$ cat config.mk
export PLATFORM = sky130hd
export DESIGN_NAME = mux_rr_arbiter_flat
export DESIGN_NICKNAME = d
export VERILOG_FILES = /design/src/rtl/mux_rr_arbiter_if.sv /design/src/rtl/mux_rr_arbiter.sv /design/src/flat_wrapper.sv
export SDC_FILE = /design/constraint.sdc
export NUM_CORES = 1
export LEC_CHECK = 0
export CELL_PAD_IN_SITES_DETAIL_PLACEMENT = 1
export CELL_PAD_IN_SITES_GLOBAL_PLACEMENT = 1
export CORE_MARGIN = 3
export CORE_UTILIZATION = 27
export CTS_BUF_LIST = sky130_fd_sc_hd__clkbuf_8
export CTS_CLUSTER_SIZE = 16
export DETAILED_ROUTE_END_ITERATION = 7
export PLACE_DENSITY = 0.87
export SLEW_MARGIN = 20
export SYNTH_ARGS = -nofsm -noshare
export SYNTH_HDL_FRONTEND = slang
export SYNTH_SLANG_ARGS = --single-unit
$ cat constraint.sdc
create_clock -name clk -period 2.83 [get_ports clk]
set_clock_uncertainty 0.05 [all_clocks]
set_input_delay 0.566 -clock clk [delete_from_list [all_inputs] [get_ports clk]]
set_output_delay 0.566 -clock clk [all_outputs]
set_load 0.005 [all_outputs]
$ cat src/rtl/mux_rr_arbiter_if.sv
// -----------------------------------------------------------------------------
// mux_rr_arbiter_if
// Handshake bundle between N_REQ producers, the round-robin arbiter and one
// downstream consumer.
//   req       : per-requester valid
//   data      : flattened request words, requester k at [k*DATA_W +: DATA_W]
//   ack       : one-hot (or zero) accept back to the requesters
//   out_valid : output register holds a word
//   out_data  : registered selected word
//   out_src   : index of the requester that supplied out_data
//   out_ready : consumer accepts the word this cycle
// Modports:
//   slave  - the arbiter side
//   master - the requesters plus the consumer
// -----------------------------------------------------------------------------
interface mux_rr_arbiter_if #(
    parameter int N_REQ  = 4,
    parameter int DATA_W = 8
);
    localparam int SRC_W = $clog2(N_REQ);

    logic [N_REQ-1:0]        req;
    logic [N_REQ*DATA_W-1:0] data;
    logic [N_REQ-1:0]        ack;
    logic                    out_valid;
    logic [DATA_W-1:0]       out_data;
    logic [SRC_W-1:0]        out_src;
    logic                    out_ready;

    modport slave (
        input  req, data, out_ready,
        output ack, out_valid, out_data, out_src
    );

    modport master (
        output req, data, out_ready,
        input  ack, out_valid, out_data, out_src
    );
endinterface

$ cat src/rtl/mux_rr_arbiter.sv
// -----------------------------------------------------------------------------
// mux_rr_arbiter
// Round-robin arbiter feeding one registered N:1 output channel. Each cycle
// the output register can load (empty, or draining this cycle), the first
// requesting source at or after the priority pointer is acked with zero
// latency, its word is captured into the output register, and the pointer
// moves to just past the winner.
// Ports:
//   clk : rising-edge clock
//   rst : synchronous, active-high reset
//   bus : mux_rr_arbiter_if.slave (req/data/ack in, out_* channel out)
// -----------------------------------------------------------------------------
module mux_rr_arbiter #(
    parameter int N_REQ  = 4,
    parameter int DATA_W = 8
) (
    input  logic              clk,
    input  logic              rst,
    mux_rr_arbiter_if.slave   bus
);
    localparam int SRC_W  = $clog2(N_REQ);
    // One spare bit so ptr + offset cannot overflow before the modulo fold.
    localparam int CAND_W = SRC_W + 1;
    localparam logic [CAND_W-1:0] N_CAND = CAND_W'(N_REQ);
    localparam logic [SRC_W-1:0]  LAST   = SRC_W'(N_REQ - 1);

    logic [SRC_W-1:0]  ptr;
    logic              out_valid_q;
    logic [DATA_W-1:0] out_data_q;
    logic [SRC_W-1:0]  out_src_q;

    logic              load;
    logic              found;
    logic [SRC_W-1:0]  grant_idx;
    logic [CAND_W-1:0] cand;
    logic [DATA_W-1:0] grant_data;
    logic [N_REQ-1:0]  ack_c;

    // The channel takes a word when empty or when the current word drains now.
    assign load = ~out_valid_q | bus.out_ready;

    // Scan from ptr upward, wrapping, and keep the first requester found.
    // NOTE: every signal assigned in an always_comb gets a default at the top,
    // otherwise a path that skips the assignment infers a latch.
    always_comb begin
        found     = 1'b0;
        grant_idx = '0;
        cand      = '0;
        for (int i = 0; i < N_REQ; i++) begin
            cand = {1'b0, ptr} + CAND_W'(i);
            if (cand >= N_CAND) begin
                cand = cand - N_CAND;
            end
            if (!found && bus.req[cand[SRC_W-1:0]]) begin
                found     = 1'b1;
                grant_idx = cand[SRC_W-1:0];
            end
        end
    end

    // Select path: steer the winner's slice toward the output register.
    always_comb begin
        grant_data = '0;
        for (int k = 0; k < N_REQ; k++) begin
            if (grant_idx == SRC_W'(k)) begin
                grant_data = bus.data[k*DATA_W +: DATA_W];
            end
        end
    end

    // Ack is combinational so a free channel accepts in the same cycle;
    // held low during reset so no word is handed off and then lost.
    always_comb begin
        ack_c = '0;
        if (!rst && load && found) begin
            ack_c[grant_idx] = 1'b1;
        end
    end

    // NOTE: state registers use non-blocking assignments so every flop samples
    // the pre-edge values regardless of statement order.
    always_ff @(posedge clk) begin
        if (rst) begin
            ptr         <= '0;
            out_valid_q <= 1'b0;
            out_data_q  <= '0;
            out_src_q   <= '0;
        end else if (load) begin
            if (found) begin
                out_valid_q <= 1'b1;
                out_data_q  <= grant_data;
                out_src_q   <= grant_idx;
                ptr         <= (grant_idx == LAST) ? '0 : grant_idx + 1'b1;
            end else begin
                // Drained with nothing to replace it: data/src keep last word.
                out_valid_q <= 1'b0;
            end
        end
    end

    assign bus.ack       = ack_c;
    assign bus.out_valid = out_valid_q;
    assign bus.out_data  = out_data_q;
    assign bus.out_src   = out_src_q;
endmodule

$ cat src/flat_wrapper.sv
// flat-port wrapper written by rule: the top's interface ports become plain ports
module mux_rr_arbiter_flat 
#(
    parameter int N_REQ  = 4,
    parameter int DATA_W = 8
)
  (clk, rst, bus_req, bus_data, bus_out_ready, bus_ack, bus_out_valid, bus_out_data, bus_out_src);
  mux_rr_arbiter_if #(.N_REQ(N_REQ), .DATA_W(DATA_W)) bus_i ();
  input  logic clk;
  input  logic rst;
  input wire logic [$bits(bus_i.req)-1:0] bus_req;
  input wire logic [$bits(bus_i.data)-1:0] bus_data;
  input wire logic [$bits(bus_i.out_ready)-1:0] bus_out_ready;
  output wire logic [$bits(bus_i.ack)-1:0] bus_ack;
  output wire logic [$bits(bus_i.out_valid)-1:0] bus_out_valid;
  output wire logic [$bits(bus_i.out_data)-1:0] bus_out_data;
  output wire logic [$bits(bus_i.out_src)-1:0] bus_out_src;
  assign bus_i.req = bus_req;
  assign bus_i.data = bus_data;
  assign bus_i.out_ready = bus_out_ready;
  assign bus_ack = bus_i.ack;
  assign bus_out_valid = bus_i.out_valid;
  assign bus_out_data = bus_i.out_data;
  assign bus_out_src = bus_i.out_src;
  mux_rr_arbiter #(.N_REQ(N_REQ), .DATA_W(DATA_W)) u_core (.clk(clk), .rst(rst), .bus(bus_i));
endmodule
# --- Word-level counts from Yosys, hierarchy flattened ---
# Index checks and enable logic that the tools add are counted.
op_classes:
  mux: 29
  n_addsub: 8
  bitwise_logic: 2
  order_cmp: 10
  reduce_logical: 12
  eq_ne: 3
ops:
  columns: ["op", "n"]
  rows:
  - ["8-bit 2-to-1 mux", 4]
  - ["2-bit 2-to-1 mux", 9]
  - ["2-bit by 3-bit less-than comparator with 1-bit output (second input constant)", 5]
  - ["1-bit 2-to-1 mux", 10]
  - ["3-bit >= comparator (second input constant)", 3]
  - ["1-bit binary-select mux with 2-bit select", 4]
  - ["2-bit by 1-bit subtractor with 2-bit output (second input constant)", 4]
  - ["2-bit by 2-bit adder with 3-bit output (second input constant)", 2]
  - ["1-bit logical AND", 6]
  - ["2-bit == test (second input constant)", 2]
  - ["1-bit zero test", 4]
  - ["4-bit 2-to-1 mux", 1]
  - ["2-bit by 1-bit adder with 3-bit output (second input constant)", 1]
  - ["2-bit by 3-bit >= comparator with 1-bit output (second input constant)", 1]
  - ["2-bit by 1-bit adder with 2-bit output (second input constant)", 1]
  - ["1-bit demux with 2-bit select", 1]
  - ["2-bit by 1-bit == test with 1-bit output (second input constant)", 1]
  - ["2-bit by 1-bit >= comparator with 1-bit output (second input constant)", 1]
  - ["2-bit zero test", 1]
  - ["2-bit AND reduction", 1]
  - ["1-bit NOT", 1]
  - ["1-bit OR", 1]
totals:
  input_bits: 39
  wordCells: 68
  ff_bits: 13
  output_inout_bits: 15

# --- Logic depth before layout (Yosys ltp) ---
logic_depth:
  depth_word: 19
  mapped_depth: 11
  depth_no_buf: 9

# --- Worst setup path after synthesis ---
# OpenSTA, ideal clock, no wires.
synth_timing:
  kind: "input port to output port"
  start: "in bus_req[2]"
  end: "out bus_ack[3]"
  n_path_buf: 2
  required_ps: 2214
  stages: 8
  t_arrival_ps: 2027
  slack_ps: 187
  cell_sequence: "nor2b_1 -> a21boi_0 -> o32ai_1 -> inv_1 -> ha_1 -> buf_1 -> buf_2 -> and2_1"
synth_via:
  elab_chain_len: 17
  word_cells_on_any_way: 29
  cone_classes: "order compare: 2; mux: 19; reduce/logical: 8"
synth_lines:
  columns: ["item", "line_no", "rtl"]
  rows:
  - ["start, declared", "flat_wrapper.sv:11", "input wire logic [$bits(bus_i.req)-1:0] bus_req;"]
  - ["1-bit binary-select mux with 2-bit select", "mux_rr_arbiter.sv:54", "if (!found && bus.req[cand[SRC_W-1:0]]) begin"]
  - ["1-bit 2-to-1 mux (implied by the code)", "mux_rr_arbiter.sv:54", null]
  - ["1-bit 2-to-1 mux", "mux_rr_arbiter.sv:54", null]
  - ["1-bit zero test", "mux_rr_arbiter.sv:54", null]
  - ["1-bit logical AND", "mux_rr_arbiter.sv:54", null]
  - ["1-bit 2-to-1 mux", "mux_rr_arbiter.sv:54", null]
  - ["1-bit zero test", "mux_rr_arbiter.sv:54", null]
  - ["1-bit logical AND", "mux_rr_arbiter.sv:54", null]
  - ["[... 2 more ...]", null, null]
  - ["1-bit logical AND", "mux_rr_arbiter.sv:54", null]
  - ["2-bit 2-to-1 mux (*)", "mux_rr_arbiter.sv:54", null]
  - ["named net u_core.grant_idx[1]", "mux_rr_arbiter.sv:34", "logic [SRC_W-1:0] grant_idx;"]
  - ["2-bit by 3-bit less-than comparator with 1-bit output (implied by the code) or 2-bit by 1-bit >= comparator with 1-bit output (tied branches)", "mux_rr_arbiter.sv:76", "ack_c[grant_idx] = 1'b1;"]
  - ["1-bit logical AND (implied by the code)", "mux_rr_arbiter.sv:76", null]
  - ["1-bit 2-to-1 mux (implied by the code)", "mux_rr_arbiter.sv:76", null]
  - ["1-bit demux with 2-bit select (*)", null, null]
  - ["4-bit 2-to-1 mux (*)", "mux_rr_arbiter.sv:75", "if (!rst && load && found) begin"]
  - ["end, declared", "flat_wrapper.sv:14", "output wire logic [$bits(bus_i.ack)-1:0] bus_ack;"]
# Mark *: on every way through the listed nets, which the timed path passes. The rest lies on a longest branch. The select of a mux whose other input is x is not followed.

# --- Worst setup path after layout ---
layout_timing:
  start: "in bus_req[2]"
  end: "out bus_ack[2]"
# Same word-level chain as after synthesis.

==> impl_metrics.tcl <==
set metrics [dict create \
    cp_cell_sequence "dlygate4sd2_1, nor2b_2, a21boi_1, o32ai_2, buf_4, inv_1, ha_1, and2_1, dlygate4sd2_1" \
    min_path_type "flip-flop to flip-flop" \
    cts.sinks 13 \
    max_cap_viol_count 0 \
    die_area_um2 4280 \
    grt_pass1_wl_um 5830 \
    io_buffers 53 \
    antenna_found_initial 0 \
    drv_slew 0 \
    grt-ovfl-total 0 \
    setup_viol 0 \
    yosys_warnings 0 \
    cp-end-kind "output pin" \
    ys_seq_elements 13 \
    cpMostUsedCell "dlygate4sd2_1" \
    area_growth_pct 80.1 \
    routed_via_density 4.99 \
    drc_errors 0 \
    wire_per_inst_um 16.4 \
    clk_latency_ps 240 \
    p_leak_nw 0.714 \
    layout-drive-gt1-share_pct 25.8 \
    syn_avg_cell_area_um2 8.44 \
    critPathKind "input pin to output pin" \
    syn_inst 113 \
    cts_buffers 3 \
    relSlewSlack_pct 77.1 \
    synth_cell_types 27 \
    fin_crit_sh_pct 98.0 \
    rows 20 \
    setup.worst_path.start_class "input pin" \
    rsz0062_at_grt "yes" \
    gp_congestion 0.847 \
    clock-root-buffer "clkbuf_8" \
    seq_area_um2 260 \
    critPathMaxStageDelay_ps 270 \
    start_util_pct 29.8 \
    num_vias 1127 \
    diodes 0 \
    grt_use_total_pct 17.6 \
    fp.dieH_um 65.4 \
    ir_drop_mv 0.252 \
    final.setup.tns_ps 0 \
    place_hpwl_um 2880 \
    io_pins 54 \
    ys_seq_area_share_pct 27.3 \
    synth_nets 156 \
    clock_path_buffers 2 \
    drt-total-wl_um 3700 \
    die_x_um 65.4 \
    cts_hold_buf 0 \
    netlist_area_um2 953 \
    worstPathMaxFanout 3 \
    status "complete, no violations" \
    period_minus_slack_ps 2770 \
    worst_slew_pin_slew_ps 343 \
    first_global_vias 1250 \
    finish.utilization_pct 53.6 \
    cpMaxStageDelayCell "dlygate4sd2_1" \
    core_area_um2 3200 \
    cp_data_arrival_time_ps 2160 \
    clk_pin_slew_ps 60 \
    fill_cells 400 \
    cellPowerDensity_nw_per_um2 472 \
    cts_max_level 1 \
    cp_data_required_time_ps 2210 \
    layout.nets 226 \
    fmax_ghz 0.361 \
    hold_viol 0 \
    ant_nets 0 \
    cts_tree "yes" \
    multi_input_area_um2 648 \
    grt_max_degree 17 \
    drtIter0Drc 27 \
    firstDrtPassIters 4 \
]
layout make-up:
type                            count  share of cell area [%]
Clock buffer                        3                    2.41
Tap cell                           44                    3.21
Timing Repair Buffer               73                    39.1
Multi-Input combinational cell     82                    37.8
Clock inverter                      1                   0.219
Sequential cell                    13                    15.2
Inverter                           10                    2.19
state kept, by name, indices dropped and copies added, names as in the netlist:
register	flops
u_core.bus.out_data	8
u_core.bus.out_src	2
u_core.bus.out_valid	1
u_core.ptr	2
logic make-up after synthesis:
kind of cell	synth area share (%)
compound gates	26.8
simple gates	31.8
fa+ha+maj	5.25
flops	27.3
buf+inv	8.92
per-stage QoR:
stage	instance area [µm²]	setup slack [ps]	hold WS, ps	total power, mW	std cells
2_1_floorplan	953	187	418	0.435	113
3_3_place_gp	1610	-329	426	0.609	218
3_5_place_dp	1610	-432	437	0.623	218
4_1_cts	1680	11.2	450	0.805	225
5_1_grt	1720	-12.4	480	0.864	226
6_report	1720	57.5	446	0.811	226
path summary, 6_finish.rpt:
check	startpoint	to	slack, ps	cells past startpoint
setup / recovery	bus_req[2]	bus_ack[2]	60	9
hold reg to reg	u_core.bus.out_data[2]	u_core.bus.out_data[2]	450	2
hold / removal	u_core.bus.out_data[2]	u_core.bus.out_data[2]	450	2
setup reg to reg	u_core.ptr[0]	u_core.bus.out_data[5]	460	11
metal layers:
layer	routed length, µm	up-vias	track usage [%]
met1	1380	549	17.3
met4	14	0	3.11
met3	164	2	3.59
met2	2150	31	37.0
met5	0	-	0
li1	-	545	-
report_power, final:
| group | switching [mW] | leakage, nW | internal (mW) | total [mW] |
|---|---|---|---|---|
| Clock | 0.0717 | 0.0269 | 0.0959 | 0.168 |
| Sequential | 0.0203 | 0.108 | 0.212 | 0.232 |
| Combinational | 0.181 | 0.579 | 0.230 | 0.411 |
worst max-delay path: cells and delay by family:
kind	cells	cell delay, ps
buf+inv	4	750
simple gates	2	300
fa+ha+maj	1	200
compound gates	2	340
synth_stat cells (all sizes together):
library cell  number  share of area (%)
nor3b              1               0.79
nand3b            10                7.9
nor4               1                2.2
nor2b              5                3.3
o31ai              2                1.6
a211oi             9                 10
o22ai              1               0.66
a21oi             10                5.2
nor2              12                4.7
or2                1               0.92
o32ai              1               0.92
a221oi             8                7.3
inv               10                3.9
ha                 4                5.2
nand2              2               0.79
a21boi             1               0.79
nand2b             1               0.66
buf                8                5.0
and2               4                2.6
dfxtp             13                 27
nor3               9                7.9
timing repair:
item / in CTS / in global routing
setup endpoints to repair: 4 / 3
pin swaps: 1 / 1
resized for setup: 15 / 6
buffers inserted: 3 / 1
hold endpoints to repair: 0 / 0
placed cells by master, fill, tap and decap left out, types with 2 or more instances in the layout:
| master | synthesis | final |
|---|---|---|
| a21oi_1 | 10 | 10 |
| and2_1 | 4 | 4 |
| nor2_1 | 12 | 11 |
| nand3b_1 | 10 | 10 |
| nor3_2 | 6 | 6 |
| a221oi_1 | 8 | 7 |
| dfxtp_1 | 13 | 13 |
| clkdlybuf4s50_1 | 0 | 45 |
| clkbuf_8 | 0 | 3 |
| inv_1 | 9 | 10 |
| o31ai_1 | 2 | 2 |
| buf_4 | 2 | 20 |
| dlygate4sd2_1 | 0 | 6 |
| a211oi_2 | 6 | 6 |
| nand2_1 | 2 | 2 |
| nor3_1 | 3 | 3 |
| ha_1 | 4 | 4 |
| a211oi_1 | 3 | 3 |
| nor2b_2 | 0 | 2 |
| nor2b_1 | 5 | 2 |
No activity file was read; power rests on OpenSTA's default activity.
